<file path="config.mk">
export PLATFORM = sky130hd
export DESIGN_NAME = mips_multicycle_ctrl
export DESIGN_NICKNAME = d
export VERILOG_FILES = /design/src/rtl/mips_multicycle_ctrl.sv
export SDC_FILE = /design/constraint.sdc
export NUM_CORES = 1
export LEC_CHECK = 0
export BUFFER_PORTS_ARGS = -buffer_cell sky130_fd_sc_hd__buf_2
export CAP_MARGIN = 25
export CELL_PAD_IN_SITES_DETAIL_PLACEMENT = 0
export CELL_PAD_IN_SITES_GLOBAL_PLACEMENT = 1
export CORE_MARGIN = 2
export CORE_UTILIZATION = 39
export CTS_CLUSTER_DIAMETER = 40
export DETAILED_ROUTE_END_ITERATION = 12
export GPL_TIMING_DRIVEN = 1
export PLACE_DENSITY_LB_ADDON = 0.1
export SLEW_MARGIN = 5
export SYNTH_ARGS = -nofsm -noshare
export SYNTH_HDL_FRONTEND = slang
export SYNTH_SLANG_ARGS = --single-unit
</file>
<file path="constraint.sdc">
create_clock -name clk -period 2.4 [get_ports clk]
set_clock_uncertainty 0.1 [all_clocks]
set_input_delay 0.36 -clock clk [delete_from_list [all_inputs] [get_ports clk]]
set_output_delay 0.36 -clock clk [all_outputs]
set_load 0.01 [all_outputs]
</file>
<file path="src/rtl/mips_multicycle_ctrl.sv">
// Moore control FSM for a multi-cycle MIPS datapath with a shared memory port.
// Memory states handshake on mem_ready and are bounded by a TIMEOUT-cycle watchdog.
module mips_multicycle_ctrl #(
   parameter int unsigned TIMEOUT = 15
) (
   input  logic       clk,
   input  logic       rst,
   input  logic [5:0] opcode,
   input  logic       zero,
   input  logic       mem_ready,
   output logic       mem_req,
   output logic       mem_write,
   output logic       iord,
   output logic       ir_write,
   output logic       pc_en,
   output logic [1:0] pc_src,
   output logic       alu_src_a,
   output logic [1:0] alu_src_b,
   output logic [1:0] alu_op,
   output logic       reg_dst,
   output logic       mem_to_reg,
   output logic       reg_write,
   output logic       illegal_op,
   output logic       bus_error,
   output logic [3:0] state
);

   typedef enum logic [3:0] {
      StReset    = 4'd0,
      StFetch    = 4'd1,
      StDecode   = 4'd2,
      StMemAdr   = 4'd3,
      StMemRead  = 4'd4,
      StMemWb    = 4'd5,
      StMemWrite = 4'd6,
      StExecute  = 4'd7,
      StAluWb    = 4'd8,
      StBranch   = 4'd9,
      StAddiExec = 4'd10,
      StAddiWb   = 4'd11,
      StJump     = 4'd12
   } state_e;

   localparam logic [5:0] OpRtype = 6'b000000;
   localparam logic [5:0] OpLw    = 6'b100011;
   localparam logic [5:0] OpSw    = 6'b101011;
   localparam logic [5:0] OpBeq   = 6'b000100;
   localparam logic [5:0] OpAddi  = 6'b001000;
   localparam logic [5:0] OpJ     = 6'b000010;

   state_e     state_q, state_d;
   logic [7:0] cnt_q, cnt_d;
   logic       mem_wait;
   logic       timeout;
   logic       pc_write;
   logic       branch;

   always_ff @(posedge clk or negedge rst) begin
      if (!rst) begin
         state_q <= StReset;
         cnt_q   <= '0;
      end else begin
         state_q <= state_d;
         cnt_q   <= cnt_d;
      end
   end

   assign mem_wait = ((state_q == StFetch) || (state_q == StMemRead) || (state_q == StMemWrite))
                     && !mem_ready;
   // Fires on the TIMEOUT-th consecutive stalled cycle of one memory state.
   assign timeout  = mem_wait && (TIMEOUT != 0) && ({24'd0, cnt_q} == TIMEOUT - 32'd1);

   // Any exit from a wait (ready, timeout or a non-memory state) leaves the counter cleared.
   always_comb begin
      cnt_d = '0;
      if (mem_wait && !timeout) begin
         cnt_d = (cnt_q == 8'hff) ? cnt_q : cnt_q + 8'd1;
      end
   end

   always_comb begin
      state_d    = state_q;
      mem_req    = 1'b0;
      mem_write  = 1'b0;
      iord       = 1'b0;
      ir_write   = 1'b0;
      pc_write   = 1'b0;
      branch     = 1'b0;
      pc_src     = 2'b00;
      alu_src_a  = 1'b0;
      alu_src_b  = 2'b00;
      alu_op     = 2'b00;
      reg_dst    = 1'b0;
      mem_to_reg = 1'b0;
      reg_write  = 1'b0;
      illegal_op = 1'b0;
      bus_error  = 1'b0;

      case (state_q)
         StReset: state_d = StFetch;
         StFetch: begin
            mem_req   = 1'b1;
            alu_src_b = 2'b01;
            if (mem_ready) begin
               ir_write = 1'b1;
               pc_write = 1'b1;
               state_d  = StDecode;
            end else if (timeout) begin
               bus_error = 1'b1;
               state_d   = StFetch;
            end
         end
         StDecode: begin
            alu_src_b = 2'b11;
            case (opcode)
               OpLw, OpSw: state_d = StMemAdr;
               OpRtype:    state_d = StExecute;
               OpBeq:      state_d = StBranch;
               OpAddi:     state_d = StAddiExec;
               OpJ:        state_d = StJump;
               default: begin
                  illegal_op = 1'b1;
                  state_d    = StFetch;
               end
            endcase
         end
         StMemAdr: begin
            alu_src_a = 1'b1;
            alu_src_b = 2'b10;
            state_d   = (opcode == OpSw) ? StMemWrite : StMemRead;
         end
         StMemRead: begin
            mem_req = 1'b1;
            iord    = 1'b1;
            if (mem_ready) begin
               state_d = StMemWb;
            end else if (timeout) begin
               bus_error = 1'b1;
               state_d   = StFetch;
            end
         end
         StMemWb: begin
            reg_write  = 1'b1;
            mem_to_reg = 1'b1;
            state_d    = StFetch;
         end
         StMemWrite: begin
            mem_req   = 1'b1;
            mem_write = 1'b1;
            iord      = 1'b1;
            if (mem_ready) begin
               state_d = StFetch;
            end else if (timeout) begin
               bus_error = 1'b1;
               state_d   = StFetch;
            end
         end
         StExecute: begin
            alu_src_a = 1'b1;
            alu_op    = 2'b10;
            state_d   = StAluWb;
         end
         StAluWb: begin
            reg_write = 1'b1;
            reg_dst   = 1'b1;
            state_d   = StFetch;
         end
         StBranch: begin
            alu_src_a = 1'b1;
            alu_op    = 2'b01;
            pc_src    = 2'b01;
            branch    = 1'b1;
            state_d   = StFetch;
         end
         StAddiExec: begin
            alu_src_a = 1'b1;
            alu_src_b = 2'b10;
            state_d   = StAddiWb;
         end
         StAddiWb: begin
            reg_write = 1'b1;
            state_d   = StFetch;
         end
         StJump: begin
            pc_src   = 2'b10;
            pc_write = 1'b1;
            state_d  = StFetch;
         end
         default: state_d = StReset;
      endcase
   end

   assign pc_en = pc_write | (branch & zero);
   assign state = state_q;

endmodule
</file>
==> results of run 1 <==
==> placed cells by master, fill, tap and decap left out, types with 2 or more instances in the layout <==
cell type,instances
xnor2_1,4
a21oi_1,4
o22ai_1,3
a211oi_1,2
nand3_1,4
dfrtp_1,12
nor3_2,3
nor3_1,6
o211ai_1,2
clkbuf_4,3
nor2b_1,3
buf_2,30
nand2b_1,3
o21ai_0,6
nand2_1,11
a211oi_2,3
ha_1,2
and3_1,3
inv_1,3
nand4bb_1,2
buf_4,2
nor2_1,20
==> registers in the layout, summed over array words and instances, names as in the netlist <==
name   cells
state      4
cnt_q      8
==> metal layers <==
layer,wire length (um),up-vias,global-route usage (%)
li1,-,503,-
met1,1140,474,25.6
met2,1060,25,26.0
met3,146,0,5.74
met4,0,0,2.50
met5,0,-,0
==> power by group through the flow <==
stage / registers [uW] / logic, uW / clock network [uW]
finish: 333 / 618 / 120
global route: 346 / 707 / 139
CTS: 334 / 627 / 129
detailed placement: 339 / 625 / 0
global placement: 335 / 617 / 0
floorplan: 299 / 472 / 0
==> path summary, 6_finish.rpt <==
| kind | startpoint | depth (start not counted) | end |
|---|---|---|---|
| max in group asynchronous | rst | 2 | state[1] |
| max | state[2] | 4 | illegal_op |
| min reg2reg | state[3] | 3 | state[1] |
| min | opcode[3] | 3 | state[1] |
| min in group asynchronous | rst | 2 | cnt_q[7] |
| max reg2reg | state[1] | 4 | cnt_q[5] |
==> per-stage QoR <==
stage	util [%]	total power, uW	worst slack, ns	cell area, um^2
after global placement	47.5	952	0.559	1160
after floorplan	-	771	0.565	1010
after detailed placement	47.5	964	0.544	1160
final	48.8	1070	0.274	1200
after CTS	48.8	1090	0.226	1200
after global routing	48.8	1190	0.0615	1200
==> kinds of logic (layout without fill, tap and decap cells) <==
kind of cell	Yosys count	count (layout)
AND/OR/NAND/NOR	64	64
AO/OA/AOI/OAI	29	29
flip-flops	12	12
buffers and inverters	11	39
XOR/XNOR	5	5
adder cells (fa/ha/maj)	2	2
==> critical path, cell delays in order, from the launching register on <==
cell and delay (ns):
dfrtp_1 0.54, nor2_1 0.19, nand2_1 0.10, a2111oi_1 0.37
buf_2 0.19
==> area by class of cell <==
type	count	area, um^2
fill	257	1260
multi-input combinational	100	651
sequential	12	300
timing repair buffer	33	175
tap	30	37.5
clock buffer	3	22.5
inverter	3	11.3
==> qor.yml, run 1 <==
status: "complete, no violations"
rsz0062_at_grt: "no"
grt_start_max_net_pins: 20
yosysUniqueCellTypes: 42
path_clk_slew_ns: 0.07
synthTopCellsByCount: "nor2_1, dfrtp_1, nand2_1"
ys_ff_latch: 12
drt-wirelength-per-cell_um: 13.0
initial_core_util_pct: 41.1
drt_first_pass_iters: 4
combPwrFrac_pct: 57.7
synth-compound-area-share_pct: 21.2
tightest_slew_ns: 0.482
maxSlewHeadroom_pct: 67.9
cts_resized: 0
ys_async_sr_fraction_pct: 100
core-area_um2: 2450
synth.top_cell.area_share_pct: 29.8
antenna_found_initial: 0
p_clk_share_pct: 11.2
worstSetupPathType: "flip-flop to output pin"
dpl.cell_count: 177
p_leak_uw: 0.000556
p_int_uw: 554
hpwlAfterDp_um: 1780
dieArea_um2: 3010
num_vias: 1002
grt_first_pass_wirelength_um: 3800
syn-num-nets: 135
netlist_area_um2: 1010
synth-edff-count: 0
ant_nets: 0
critPathLaunchType: "flip-flop"
clock_path_buffers: 2
powerDensity_nw_per_um2: 895
slew_violations: 0
rows: 18
clock-root-buffer: "clkbuf_4"
synth.area.mux_share_pct: 0
die_h_um: 54.9
portBuffers: 30
power_switching_uw: 517
switching_share_pct: 48.3
synth_top_family_by_area: "simple AND/OR/NAND/NOR gates"
cap_viol_max_count: 0
tritoncts: "yes"
syn_area_per_cell_um2: 8.20
whs_ns: 0.344
diodes: 0
min_period_over_period_pct: 88.6
worst_setup_path_end_kind: "output pin"
worstPathMaxFanout: 15
synthFlopType: "dfrtp_1"
yosys.area_share.simple_pct: 36.5
yosysMostFrequentCell: "nor2_1"
synthAdderAreaFrac_pct: 2.48
drtIter0Drc: 15
clock-sinks: 12
stdcell_count: 181
period_needed_ns: 2.13
finalSetupViolCount: 0
clock_latency_ns: 0.27
gp_congestion: 0.787
synth_top_cell_by_area: "dfrtp_1"
seq_power_share_pct: 31.1
seq_area_frac_synth_pct: 29.8
worstPathRequired_ns: 1.94
nNetsFinal: 165
hold_class: "input pin to flip-flop"
grt_pass1_vias: 834
final-hold-violation-count: 0
die_x_um: 54.9
drive_above_1_share_pct: 30.5
totalWireLength_um: 2350
via_per_inst: 5.54
vdd_drop_max_mv: 0.549
ys_warn_count: 0
numCtsBuffers: 3
reg2reg_slack_ns: 0.64
crit_arrival_ns: 1.67
syn-instance-count: 123
setup_tns_ns: 0
pin_count: 31
area_growth_syn_to_layout_pct: 18.7
hold_buffers: 1
drc_errors: 0
synth.area.top_cells: "dfrtp_1, nor2_1, nand2_1"
fmax_mhz: 470
post-cts-setup-buffers: 0
grt_overflow: 0
grt_usage_pct: 17.7
htreeDepth: 1
synth_xor_area_share_pct: 4.34
Note: power is estimated with default switching activity, not from simulation.
==> run 2, diff against run 1 <==
--- a/config.mk
+++ b/config.mk
@@ -5,12 +5,13 @@
 export SDC_FILE = /design/constraint.sdc
 export NUM_CORES = 1
 export LEC_CHECK = 0
+export ABC_AREA = 1
 export BUFFER_PORTS_ARGS = -buffer_cell sky130_fd_sc_hd__buf_2
 export CAP_MARGIN = 25
 export CELL_PAD_IN_SITES_DETAIL_PLACEMENT = 0
 export CELL_PAD_IN_SITES_GLOBAL_PLACEMENT = 1
 export CORE_MARGIN = 2
-export CORE_UTILIZATION = 39
+export CORE_UTILIZATION = 36
 export CTS_CLUSTER_DIAMETER = 40
 export DETAILED_ROUTE_END_ITERATION = 12
 export GPL_TIMING_DRIVEN = 1
==> run 2 against run 1 <==
  * Global-route usage is 1.3 points lower
  * Final cell count is 23% higher
  * Area after synthesis decreased by 1.5%
  * First-iteration DRC count increased by 93%
  * Largest power group unchanged
  * Via count increased by 8.0%
  * Combinational power shrank 12%
  * Total power is 6.1% lower
  * Clock power increased by 37%
  * Highest routed layer is now met4
==> qor.yml, run 2 <==
clock_path_buffers: 2  # unchanged
grt_pass1_vias: 1009  # +21%
synth.area.top_cells: "dfrtp_1, nor2_1, nand2_1"
synth-edff-count: 0  # unchanged
totalWireLength_um: 2480  # +5.6%
grt_most_used_layer: "met2"
setup_tns_ns: 0  # unchanged
rows: 19  # +1
largest_register_ffs: 8  # unchanged
seq_power_share_pct: 29.5  # -1.6 points
drtIter0Drc: 29  # +14
final_area_um2: 1220  # +2.0%
clock_latency_ns: 0.27  # about the same
finalSetupViolCount: 0  # unchanged
seq_area_frac_synth_pct: 30.2  # +0.45 points
drt-wirelength-per-cell_um: 11.1  # -14%
die_x_um: 56.5  # +3.1%
syn_area_per_cell_um2: 6.29  # -23%
tritoncts: "yes"
synth.top_cell.area_share_pct: 30.2  # +0.45 points
clock-root-buffer: "clkbuf_4"
status: "complete, no violations"
antenna_found_initial: 0  # unchanged
final-hold-violation-count: 0  # unchanged
clock-sinks: 12  # unchanged
worstPathRequired_ns: 1.94  # about the same
switching_share_pct: 47.4  # -0.93 points
core-area_um2: 2690  # +9.4%
num_vias: 1082  # +8.0%
post-cts-setup-buffers: 0  # unchanged
min_period_over_period_pct: 87.8  # -0.80 points
drive_above_1_share_pct: 22.4  # -8.1 points
period_needed_ns: 2.11  # -0.0192 ns
min_path_cells: 4  # +1
powerDensity_nw_per_um2: 824  # -7.9%
grt_overflow: 0  # unchanged
cap_viol_max_count: 0  # unchanged
pin_count: 31  # unchanged
portBuffers: 30  # unchanged
drc_errors: 0  # unchanged
p_int_uw: 529  # -4.4%
yosysMostFrequentCell: "nor2_1"
area_growth_syn_to_layout_pct: 22.9
fill_cells: 311  # +21%
combPwrFrac_pct: 54.1  # -3.6 points
worst_slack_ns: 0.294  # +0.0192 ns
dieArea_um2: 3200  # +6.2%
synthFlopType: "dfrtp_1"
htreeDepth: 1  # unchanged
drt_first_pass_iters: 4  # unchanged
final_cell_mix: "nor2_1, nand2_1, buf_2"
final_common_cell: "nor2_1"
ys_async_sr_fraction_pct: 100  # unchanged
syn-num-nets: 170  # +26%
worstSetupPathType: "flip-flop to output pin"
crit_arrival_ns: 1.65  # -0.02 ns
netlist_area_um2: 993  # -1.5%
ys_ff_latch: 12  # unchanged
grt_first_pass_wirelength_um: 4160  # +9.4%
hpwlAfterDp_um: 2090  # +17%
diodes: 0  # unchanged
p_clk_share_pct: 16.3  # +5.1 points
critPathLaunchType: "flip-flop"
ys_warn_count: 0  # unchanged
via_per_inst: 4.85  # -12%
grt_use_met1_pct: 19.2  # -6.4 points
slew_violations: 0  # unchanged
fmax_mhz: 475  # +0.91%
max_flop_register: "cnt_q"
pre_cts_ws_ns: 0.607  # +0.0633 ns
synth_top_cell_by_area: "dfrtp_1"
die_h_um: 56.5  # +3.1%
path_clk_slew_ns: 0.08  # about the same
gp_congestion: 0.854  # +8.4%
synthTopCellsByCount: "nor2_1, nand2_1, inv_1"
nNetsFinal: 205  # +24%
grt_usage_pct: 16.5  # -1.3 points
maxSlewHeadroom_pct: 73.5  # +5.6 points
syn-instance-count: 158  # +28%
tightest_slew_ns: 0.396  # -0.0860 ns
hold_class: "input pin to flip-flop"
grt_start_max_net_pins: 13  # -35%
yosysUniqueCellTypes: 26  # -38%
grtUsageMet3_pct: 1.61  # -4.1 points
vdd_drop_max_mv: 0.605  # +10%
post-route-util_pct: 45.5  # -3.3 points
initial_core_util_pct: 37.0  # -4.1 points
finalPower_uw: 1010  # -6.1%
p_leak_uw: 0.000665  # +20%
worstPathMaxFanout: 5  # -10
rsz0062_at_grt: "no"
ant_nets: 0  # unchanged
power_switching_uw: 476  # -7.9%
numCtsBuffers: 3  # unchanged
place_area_um2: 1170  # +0.86%
grt_use_met2_pct: 29.6  # +3.6 points
ff2ff_path_depth: 9  # +5
worst_setup_path_end_kind: "output pin"
[run 2: cell types whose count changed after synthesis, moves of 4 or more]
cell | previous run | this run
buf_2 | 4 | 0
inv_1 | 3 | 24
nand2_1 | 11 | 33
nand3_1 | 4 | 16
nor2_1 | 20 | 35
[run 2: kinds of logic (layout without fill, tap and decap cells)]
family / after synthesis / after routing / share of synthesized area, %
AOI/OAI and AO/OA: 19 / 19 / 11.3
xor gates and xnor gates: 2 / 2 / 1.76
adders and majority gates: 2 / 2 / 2.52
buffers and inverters: 26 / 60 / 10.2
DFF: 12 / 12 / 30.2
and+or+nand+nor: 97 / 97 / 44.0
[run 2: power groups by stage]
stage,Combinational [uW],Sequential [uW],Clock [uW]
3_3_place_gp,555,298,0
6_report,545,297,164
5_1_grt,611,306,175
4_1_cts,552,296,170
2_1_floorplan,358,300,0
3_5_place_dp,548,300,0
[run 2: what timing repair did]
action / in CTS / in global routing
gates resized for setup: 0 / 0
hold endpoints to repair: 12 / 0
hold buffers: 1 / 0
[run 2: path summary, 6_finish.rpt]
| path | start | to | slack, ns |
|---|---|---|---|
| min in group asynchronous | rst | cnt_q[3] | 0.38 |
| setup reg to reg | cnt_q[0] | cnt_q[0] | 0.84 |
| setup / recovery | state[2] | illegal_op | 0.29 |
| hold reg to reg | cnt_q[0] | cnt_q[0] | 0.44 |
| hold / removal | opcode[5] | state[2] | 0.30 |
| max in group asynchronous | rst | state[0] | 1.61 |
[run 2: layout make-up]
cell class                      instances  area (um^2)  area share (%)
Tap cell                               31         38.8            3.18
Multi-Input combinational cell        120          592            48.5
Timing Repair Buffer                   31          160            13.1
Inverter                               25         93.8            7.68
Clock buffer                            4         36.3            2.97
Sequential cell                        12          300            24.6
[run 2: worst max-delay path: stages (launching register included)]
cell and delay [ns]:
dfrtp_1 0.43, nor2_1 0.34, inv_1 0.13, nor2_4 0.15, inv_1 0.09, nor2_1 0.10, buf_2 0.13
[run 2: per-stage QoR]
stage | std cells | hold slack [ns]
after floorplan | 158 | -0.0356
after global placement | 218 | 0.159
after detailed placement | 218 | 0.156
after CTS | 223 | 0.298
after global routing | 223 | 0.325
final | 223 | 0.304
[run 2: layer usage]
| layer | wire (um) | up-vias |
|---|---|---|
| li1 | - | 572 |
| met1 | 1090 | 484 |
| met2 | 1260 | 20 |
| met3 | 72 | 6 |
| met4 | 50 | 0 |
| met5 | 0 | - |
==> run 3, diff against run 2 <==
--- a/config.mk
+++ b/config.mk
@@ -11,7 +11,7 @@
 export CELL_PAD_IN_SITES_DETAIL_PLACEMENT = 0
 export CELL_PAD_IN_SITES_GLOBAL_PLACEMENT = 1
 export CORE_MARGIN = 2
-export CORE_UTILIZATION = 36
+export CORE_UTILIZATION = 34
 export CTS_CLUSTER_DIAMETER = 40
 export DETAILED_ROUTE_END_ITERATION = 12
 export GPL_TIMING_DRIVEN = 1
==> constraint.sdc (replaced) <==
create_clock -name clk -period 2.1 [get_ports clk]
set_clock_uncertainty 0.1 [all_clocks]
set_input_delay 0.315 -clock clk [delete_from_list [all_inputs] [get_ports clk]]
set_output_delay 0.315 -clock clk [all_outputs]
set_load 0.01 [all_outputs]
==> run 3 against run 2 <==
  * Sequential share of layout area is essentially flat
  * Clock-buffer cell count is the same
  * First-iteration DRC count grew 62%
  * Die area grew 5.5%
  * Clock power grew 12%
  * Non-clock buffer count is the same
  * Setup slack lost 0.17 ns
  * Register-to-register slack lost 0.28 ns
  * Total power grew 16%
  * Flip-flop and latch count is the same
  * Utilization shrank 0.81 points
  * Critical path type unchanged
  * Largest cell class unchanged
==> qor.yml, run 3 (synthesis gave the netlist of run 2 again) <==
status: "complete, no violations"
switching_share_pct: 47.5  # +0.11 points
final-hold-violation-count: 0  # unchanged
whs_ns: 0.288  # -0.0152 ns
rows: 19  # unchanged
drt_first_pass_iters: 4  # unchanged
clock_path_buffers: 2  # unchanged
dieArea_um2: 3370  # +5.5%
worst_setup_path_end_kind: "output pin"
hpwlAfterDp_um: 2190  # +4.6%
htreeDepth: 1  # unchanged
max_flop_register: "cnt_q"
tightest_slew_ns: 0.284  # -0.112 ns
reg2reg_slack_ns: 0.56  # -0.28 ns
pin_count: 31  # unchanged
via_per_inst: 4.88  # +0.65%
grt_start_max_net_pins: 13  # unchanged
slew_violations: 0  # unchanged
power_switching_uw: 552  # +16%
rsz0062_at_grt: "yes"
min_path_cells: 4  # unchanged
combPwrFrac_pct: 54.2  # about the same
r2r-start: "state[2]"
period_needed_ns: 1.97
fmax_mhz: 507
dpl.cell_count: 218  # unchanged
p_leak_uw: 0.000663  # -0.31%
totalWireLength_um: 2590  # +4.7%
drtIter0Drc: 47  # +62%
ant_nets: 0  # unchanged
powerDensity_nw_per_um2: 944  # +15%
worstPathMaxFanout: 5  # unchanged
worstPathRequired_ns: 1.68  # -0.26 ns
worstHoldEndpoint: "state[2]"
antenna_found_initial: 0  # unchanged
area_growth_syn_to_layout_pct: 23.9
final_cell_mix: "nand2_1, nor2_1, buf_2"
finalSetupViolCount: 0  # unchanged
clock-sinks: 12  # unchanged
clock-root-buffer: "clkbuf_4"
largest_register_ffs: 8  # unchanged
r2r-end: "cnt_q[1]"
grt_first_pass_wirelength_um: 4480  # +7.6%
stdcell_count: 223  # unchanged
portBuffers: 30  # unchanged
final_common_cell: "nand2_1"
tritoncts: "yes"
numCtsBuffers: 3  # unchanged
gp_congestion: 0.803  # -5.9%
num_vias: 1089  # +0.65%
cap_viol_max_count: 0  # unchanged
ff2ff_path_depth: 6  # -3
die_h_um: 58.1  # +2.7%
vdd_drop_max_mv: 0.510  # -16%
drc_errors: 0  # unchanged
min_period_over_period_pct: 93.9
nNetsFinal: 205  # unchanged
core-area_um2: 2760  # +2.7%
grt_pass1_vias: 1042  # +3.3%
crit_arrival_ns: 1.56  # -0.09 ns
p_int_uw: 610  # +15%
seq_power_share_pct: 29.9  # +0.4 points
initial_core_util_pct: 36.0  # -0.96 points
fill_cells: 317  # +1.9%
clock_latency_ns: 0.27  # about the same
die_x_um: 58.1  # +2.7%
drive_above_1_share_pct: 25.0  # +2.6 points
diodes: 0  # unchanged
maxSlewHeadroom_pct: 81.0  # +7.6 points
grt_usage_pct: 17.2  # +0.73 points
setup_tns_ns: 0  # unchanged
hold_class: "input pin to flip-flop"
drt-wirelength-per-cell_um: 11.6  # +4.7%
path_clk_slew_ns: 0.07  # about the same
hold_start: "opcode[5]"
worstSetupPathType: "flip-flop to output pin"
p_clk_share_pct: 15.8  # -0.5 points
critPathLaunchType: "flip-flop"
grt_overflow: 0  # unchanged
[run 3: cell counts in the layout (fill, tap and decap cells not counted)]
Identical to the previous run, type by type.
[run 3: metal layers]
layer | vias up | share of wire (%) | track usage (%)
met5 | - | 0 | 0
met4 | 0 | 1.5 | 7.97
met3 | 4 | 3.2 | 0.893
met2 | 21 | 51 | 31.0
met1 | 495 | 44 | 20.8
li1 | 569 | - | -
[run 3: final cells by class]
| cell class | instances | area [um^2] | share of cell area [%] |
|---|---|---|---|
| inverters | 25 | 93.8 | 7.62 |
| flip-flops and latches | 12 | 303 | 24.6 |
| multi-input cells | 120 | 599 | 48.7 |
| clock buffers | 4 | 36.3 | 2.95 |
| repair buffers | 31 | 160 | 13.0 |
| well taps | 31 | 38.8 | 3.15 |
[run 3: worst max-delay path by stage]
stage             start  slack, ns   endpoint  cells past startpoint
2_1_floorplan  state[0]       0.45      pc_en                      5
3_3_place_gp   state[0]       0.39      pc_en                      6
3_5_place_dp   state[0]       0.35      pc_en                      6
4_1_cts        state[0]       0.04      pc_en                      6
5_1_grt        state[2]      -0.03  bus_error                      7
6_report       state[2]       0.13  bus_error                      7
[run 3: repair_timing]
item | in CTS | in global routing
resized for setup | 0 | 5
endpoints found under the hold margin | 12 | 0
hold buffers | 1 | 0
endpoints found under the setup margin | 0 | 5
setup buffers | 0 | 0
[run 3: stage by stage]
stage	power (uW)	utilization (%)	setup slack [ns]	area, um^2
after floorplan	752	-	0.449	993
final	1160	44.6	0.127	1230
after global routing	1270	44.6	-0.0273	1230
after global placement	980	42.6	0.389	1170
after detailed placement	977	42.6	0.355	1170
after CTS	1170	44.3	0.0434	1220
[run 3: power groups by stage]
| stage | Clock (uW) | Combinational (uW) | Sequential [uW] |
|---|---|---|---|
| 2_1_floorplan | 0 | 409 | 343 |
| 6_report | 184 | 631 | 348 |
| 4_1_cts | 191 | 636 | 341 |
| 3_3_place_gp | 0 | 637 | 344 |
| 3_5_place_dp | 0 | 631 | 346 |
| 5_1_grt | 203 | 706 | 356 |
[run 3: critical path, stage by stage (launching register included)]
cell and delay [ns]:
dfrtp_1 0.42, inv_1 0.09, nor2_1 0.15, nand3_1 0.20, nand2_2 0.12, nand2_1 0.10
inv_1 0.07, buf_2 0.12
